File: src/rtl/mem_copy_pkg.sv
// Shared definitions for the memory block copier: default widths and the
// copy FSM state encoding. The optional running checksum is enabled by
// defining the CHECKSUM_EN macro.
package mem_copy_pkg;

    localparam int DEF_ADDR_W = 12;
    localparam int DEF_DATA_W = 16;
    localparam int DEF_LEN_W  = 13;

    typedef enum logic [1:0] {
        IDLE  = 2'd0,
        READ  = 2'd1,
        WRITE = 2'd2,
        FIN   = 2'd3
    } state_t;

endpackage

File: src/rtl/mem_copy_addr_gen.sv
// Address generator for the block copier: holds the source/destination base
// addresses, the copy length and the running word index. Produces the
// current source and destination addresses (wrapping modulo 2**ADDR_W) and a
// flag marking the final word of the copy.
module mem_copy_addr_gen #(
    parameter int ADDR_W = 12,
    parameter int LEN_W  = 13
)(
    input  logic              clk,
    input  logic              rst,
    input  logic              i_load,
    input  logic [ADDR_W-1:0] i_src,
    input  logic [ADDR_W-1:0] i_dst,
    input  logic [LEN_W-1:0]  i_len,
    input  logic              i_inc,
    output logic [ADDR_W-1:0] o_src_addr,
    output logic [ADDR_W-1:0] o_dst_addr,
    output logic              o_last
);

    logic [ADDR_W-1:0] r_src;
    logic [ADDR_W-1:0] r_dst;
    logic [LEN_W-1:0]  r_len;
    logic [LEN_W-1:0]  r_index;

    // Latch the copy parameters on an accepted start; step the index after each write.
    always_ff @(posedge clk or negedge rst) begin
        if (!rst) begin
            r_src   <= '0;
            r_dst   <= '0;
            r_len   <= '0;
            r_index <= '0;
        end else if (i_load) begin
            r_src   <= i_src;
            r_dst   <= i_dst;
            r_len   <= i_len;
            r_index <= '0;
        end else if (i_inc) begin
            r_index <= r_index + LEN_W'(1);
        end
    end

    // Only the low ADDR_W index bits matter for the address: the sum wraps naturally.
    assign o_src_addr = r_src + r_index[ADDR_W-1:0];
    assign o_dst_addr = r_dst + r_index[ADDR_W-1:0];
    assign o_last     = (r_index == (r_len - LEN_W'(1)));

endmodule

File: src/rtl/mem_block_copier.sv
// Simple DMA engine: copies LENGTH words from SRC to DST in the data memory,
// one read cycle followed by one write cycle per word, strictly ascending.
// Optional feature: define CHECKSUM_EN to add a modulo-2**DATA_W sum of the
// copied words on the checksum output.
module mem_block_copier
    import mem_copy_pkg::*;
#(
    parameter int ADDR_W = DEF_ADDR_W,
    parameter int DATA_W = DEF_DATA_W,
    parameter int LEN_W  = DEF_LEN_W
)(
    input  logic              clk,
    input  logic              rst,
    input  logic              start,
    input  logic [ADDR_W-1:0] src_addr,
    input  logic [ADDR_W-1:0] dst_addr,
    input  logic [LEN_W-1:0]  length,
    output logic              busy,
    output logic              done,
    output logic              mem_read,
    output logic              mem_write,
    output logic [ADDR_W-1:0] addr,
    output logic [DATA_W-1:0] write_data,
    input  logic [DATA_W-1:0] read_data
`ifdef CHECKSUM_EN
    ,
    output logic [DATA_W-1:0] checksum
`endif
);

    state_t            r_state;
    state_t            w_state_next;
    logic [DATA_W-1:0] r_buf;
    logic              w_accept;
    logic [ADDR_W-1:0] w_src_cur;
    logic [ADDR_W-1:0] w_dst_cur;
    logic              w_last;

    assign w_accept = (r_state == IDLE) && start;

    mem_copy_addr_gen #(
        .ADDR_W (ADDR_W),
        .LEN_W  (LEN_W)
    ) u_addr_gen (
        .clk        (clk),
        .rst        (rst),
        .i_load     (w_accept),
        .i_src      (src_addr),
        .i_dst      (dst_addr),
        .i_len      (length),
        .i_inc      (r_state == WRITE),
        .o_src_addr (w_src_cur),
        .o_dst_addr (w_dst_cur),
        .o_last     (w_last)
    );

    // State register; reset abandons any copy in flight immediately.
    always_ff @(posedge clk or negedge rst) begin
        if (!rst) begin
            r_state <= IDLE;
        end else begin
            r_state <= w_state_next;
        end
    end

    // Next-state logic: a zero-length request skips straight to FIN.
    always_comb begin
        w_state_next = r_state;
        unique case (r_state)
            IDLE:    if (start) w_state_next = (length == '0) ? FIN : READ;
            READ:    w_state_next = WRITE;
            WRITE:   w_state_next = w_last ? FIN : READ;
            FIN:     w_state_next = IDLE;
            default: w_state_next = IDLE;
        endcase
    end

    // Outputs decode from the state alone, so reset clears them without waiting for a clock.
    always_comb begin
        busy       = 1'b0;
        done       = 1'b0;
        mem_read   = 1'b0;
        mem_write  = 1'b0;
        addr       = '0;
        write_data = '0;
        unique case (r_state)
            IDLE: ;
            READ: begin
                busy     = 1'b1;
                mem_read = 1'b1;
                addr     = w_src_cur;
            end
            WRITE: begin
                busy       = 1'b1;
                mem_write  = 1'b1;
                addr       = w_dst_cur;
                write_data = r_buf;
            end
            FIN: begin
                busy = 1'b1;
                done = 1'b1;
            end
            default: ;
        endcase
    end

    // Capture the word read from memory so it can be written back next cycle.
    always_ff @(posedge clk or negedge rst) begin
        if (!rst) begin
            r_buf <= '0;
        end else if (r_state == READ) begin
            r_buf <= read_data;
        end
    end

`ifdef CHECKSUM_EN
    logic [DATA_W-1:0] r_checksum;

    // Running sum of copied words; cleared on start, held after done.
    always_ff @(posedge clk or negedge rst) begin
        if (!rst) begin
            r_checksum <= '0;
        end else if (w_accept) begin
            r_checksum <= '0;
        end else if (r_state == READ) begin
            r_checksum <= r_checksum + read_data;
        end
    end

    assign checksum = r_checksum;
`endif

endmodule

File: config.mk
export PLATFORM = sky130hd
export DESIGN_NAME = mem_block_copier
export DESIGN_NICKNAME = d
export VERILOG_FILES = /design/src/rtl/mem_copy_pkg.sv /design/src/rtl/mem_copy_addr_gen.sv /design/src/rtl/mem_block_copier.sv
export SDC_FILE = /design/constraint.sdc
export NUM_CORES = 1
export LEC_CHECK = 0
export BUFFER_PORTS_ARGS = -buffer_cell sky130_fd_sc_hd__buf_2
export CAP_MARGIN = 20
export CORE_MARGIN = 3
export CORE_UTILIZATION = 50
export CTS_BUF_LIST = sky130_fd_sc_hd__clkbuf_4
export CTS_CLUSTER_DIAMETER = 100
export CTS_CLUSTER_SIZE = 12
export DETAILED_ROUTE_END_ITERATION = 7
export GPL_TIMING_DRIVEN = 0
export HOLD_SLACK_MARGIN = 0.03
export PLACE_DENSITY = 0.74
export SLEW_MARGIN = 20
export SYNTH_ARGS = -nofsm -noshare
export SYNTH_HDL_FRONTEND = slang
export SYNTH_SLANG_ARGS = --single-unit
File: constraint.sdc
create_clock -name clk -period 4.5 [get_ports clk]
set_clock_uncertainty 0.2 [all_clocks]
set_input_delay 0.9 -clock clk [delete_from_list [all_inputs] [get_ports clk]]
set_output_delay 0.9 -clock clk [all_outputs]
set_load 0.03 [all_outputs]
==> flow_metrics.py <==
metrics = {
    "run_status": {
        "status": "finished, final reports clean",
    },
    "pwr": {
        "p_seq_share_pct": 31.3,
        "p_leak_nw": 2.44,
        "vdd_drop_max_mv": 0.479,
        "fin_total_pwr_mw": 3.36,
        "power_density_nw_per_um2": 689,
        "p_comb_share_pct": 55.8,
        "internal_power_mw": 1.82,
        "swShare_pct": 45.9,
        "power_switching_mw": 1.55,
        "clockPowerShare_pct": 13.0,
    },
    "clock_network": {
        "cts-root-buf": "clkbuf_4",
        "hold_buffers": 0,
        "cts_tree": "built",
        "ctsHtreeMaxLevel": 3,
        "clock_path_buffers": 2,
        "clk_pin_slew_ns": 0.12,
        "cts_made_buffers": 9,
        "clk_latency_ns": 0.46,
        "cts.sinks": 68,
    },
    "global_routing": {
        "antenna_found_initial": 0,
        "overflow": 0,
        "grt_pass1_wl_mm": 15.9,
        "first_global_vias": 3385,
        "grt_usage_pct": 23.1,
        "grt_max_degree": 54,
    },
    "detailed_routing": {
        "wl_per_cell_um": 15.4,
        "wirelength_mm": 9.95,
        "drc": 0,
        "vias_per_cell": 5.33,
        "ant_nets": 0,
        "drtIter0Drc": 219,
        "drt_first_pass_iters": 5,
        "vias": 3433,
    },
    "placed_design": {
        "place_hpwl_mm": 7.23,
        "gp_congestion": 0.896,
        "placed_cells": 622,
        "io_buffers": 87,
        "place_area_um2": 4590,
    },
    "timing": {
        "hold_viol_final": 0,
        "drv_slew": 0,
        "fin_crit_ns": 4.44,
        "tightest_slew_ns": 0.652,
        "finalCritPeriodShare_pct": 98.6,
        "fin_hold_ws_ns": 0.101,
        "max_freq_ghz": 0.225,
        "max_slew_margin_pct": 56.4,
        "setup_viol": 0,
    },
    "flow_run": {
        "maxCapViolCount": 0,
    },
    "cells_and_area": {
        "fin_cells": 644,
        "diodes": 0,
        "synthToLayoutAreaGrowth_pct": 22.9,
        "n_fill_cell": 615,
        "layout-drive-gt1-share_pct": 29.0,
        "postLayoutCellArea_um2": 4890,
        "layout.nets": 615,
    },
    "floorplanning": {
        "rows": 31,
        "die-area_um2": 9060,
        "die_h_um": 95.2,
        "core_um2": 7490,
        "ios": 88,
        "initial_core_util_pct": 53.1,
        "dieWidth_um": 95.2,
    },
    "critical_path": {
        "crit_required_ns": 3.40,
        "cp-end-kind": "output port",
        "arrival_ns": 3.34,
        "worst-path-max-fanout": 7,
        "cp-start-kind": "flop",
        "path_class": "flop to output port",
    },
    "yosys": {
        "synth_edf_count": 0,
        "ys_dominant_reg_cell": "dfrtp_1",
        "ys_warn_count": 0,
        "yosysSeqAreaShare_pct": 42.8,
        "synthCells": 435,
        "ys_async_sr_fraction_pct": 100,
        "yosys_register_bits": 68,
        "ys_types": 46,
        "netlist_area_um2": 3980,
        "syn_area_per_cell_um2": 9.14,
        "syn-num-nets": 510,
    },
    "hold_path": {
        "hp-class": "primary input to asynchronous set/reset pin",
    },
}
## metal layers
metal	track usage [%]	vias to the layer above	part of all wire, %
met5	0	-	0
met2	38.8	101	49
met3	4.81	11	6.9
met4	7.69	0	1.2
met1	29.5	1633	43
li1	-	1688	-
## power by group through the flow
stage               Combinational, mW  Clock, mW  Sequential (mW)
floorplan                        1.34          0            0.998
detailed placement               1.75          0             1.06
global placement                 1.71          0             1.04
global route                     2.07      0.468             1.09
finish                           1.88      0.437             1.05
CTS                              1.80      0.441             1.04
## worst max-delay path: stages, from the launching register on
cell      delay, ns
dfrtp_1        0.41
inv_2          0.11
ha_4           0.17
buf_8          0.13
mux2_4         0.32
ha_4           0.18
fa_2           0.36
a21o_1         0.21
a211oi_2       0.30
buf_4          0.16
nor2_1         0.05
nor3_1         0.11
and3b_2        0.23
buf_6          0.14
## synthesized netlist by cell type, types with 2 or more instances
| cell type | n | area share (%) |
|---|---|---|
| or4_1 | 3 | 0.57 |
| xnor2_1 | 17 | 3.7 |
| nor4b_1 | 2 | 0.44 |
| mux2_2 | 27 | 7.6 |
| or3_1 | 3 | 0.47 |
| nor2_1 | 22 | 2.1 |
| nand2_1 | 114 | 11 |
| nor3_1 | 9 | 1.1 |
| ha_1 | 18 | 5.7 |
| o21ai_0 | 16 | 2.0 |
| clkbuf_1 | 16 | 1.5 |
| nor2b_1 | 2 | 0.31 |
| dfrtp_1 | 68 | 43 |
| and3b_1 | 2 | 0.44 |
| o221ai_1 | 2 | 0.44 |
| and3_1 | 3 | 0.47 |
| xor2_1 | 16 | 3.5 |
| mux2i_1 | 3 | 0.76 |
| and2_1 | 25 | 3.9 |
| inv_1 | 8 | 0.76 |
| a31oi_1 | 2 | 0.31 |
| a21oi_1 | 10 | 1.3 |
| a31o_2 | 2 | 0.44 |
| a2111o_1 | 2 | 0.57 |
| a211oi_1 | 5 | 0.94 |
| nand4_1 | 5 | 0.79 |
| a21o_1 | 4 | 0.76 |
| buf_1 | 4 | 0.38 |
| nand3_1 | 8 | 1.0 |
## sequential cells by signal, indices dropped and copies added, names as in the netlist
register and flops:
r_buf 16, u_addr_gen.r_src 12, u_addr_gen.r_dst 12, u_addr_gen.r_index 13, u_addr_gen.r_len 13, r_state 2
## cell families after synthesis
logic type               count (synthesis)  synth area share, %
buffers and inverters                   29                 2.77
AND/OR/NAND/NOR                        204                 23.8
AO/OA/AOI/OAI                           52                 8.78
XOR/XNOR                                33                 7.27
adder cells (fa/ha/maj)                 19                 6.17
flip-flops                              68                 42.8
multiplexers                            30                 8.40
## placed cells by master (no fill, tap or decap), types with 3 or more instances in the layout
| master | instances |
|---|---|
| xor2_1 | 16 |
| a21oi_1 | 9 |
| clkbuf_1 | 15 |
| inv_6 | 3 |
| or3_1 | 3 |
| or4_1 | 3 |
| xnor2_1 | 17 |
| ha_1 | 16 |
| mux2_2 | 25 |
| clkbuf_4 | 9 |
| dfrtp_1 | 68 |
| a21o_1 | 4 |
| nor3_1 | 9 |
| buf_1 | 3 |
| and2_1 | 25 |
| inv_1 | 7 |
| buf_4 | 10 |
| nand2_1 | 114 |
| nor2_1 | 22 |
| buf_2 | 82 |
| o21ai_0 | 13 |
| nand4_1 | 5 |
| nand3_1 | 7 |
| and3_1 | 3 |
## worst paths after layout
kind,from,to,slack [ns],depth (start not counted)
max,r_state[0],addr[6],0.06,13
min,rst,u_addr_gen.r_len[4],0.10,1
max reg2reg,u_addr_gen.r_len[0],r_state[1],1.58,8
min reg2reg,u_addr_gen.r_src[10],u_addr_gen.r_src[10],0.29,2
max in group asynchronous,rst,u_addr_gen.r_src[10],3.48,2
min in group clk,u_addr_gen.r_src[10],u_addr_gen.r_src[10],0.29,2
## per-stage QoR
step / util, % / TNS (ns) / setup WS, ns
finish: 65.3 / 0 / 0.0626
global route: 65.3 / -0.193 / -0.0714
CTS: 64.0 / 0 / 0.0118
detailed placement: 61.3 / -0.906 / -0.314
global placement: 60.9 / -0.778 / -0.276
floorplan: - / -0.0422 / -0.0422
## timing repair
action	4_1_cts	5_1_grt
pin swaps	1	10
gates cloned	0	0
endpoints found under the setup margin	8	6
setup buffers	2	5
gates resized for setup	12	19
## layout make-up
| class | instances | area (um^2) | share of cell area [%] |
|---|---|---|---|
| sequential | 68 | 1700 | 34.8 |
| clock buffer | 9 | 67.6 | 1.38 |
| multi-input combinational | 338 | 2260 | 46.2 |
| tap | 99 | 124 | 2.54 |
| inverter | 8 | 30.0 | 0.615 |
| buffer | 20 | 87.6 | 1.79 |
| clock inverter | 7 | 81.3 | 1.66 |
| timing repair buffer | 95 | 536 | 11.0 |
Power figures use the tool's default switching activity.
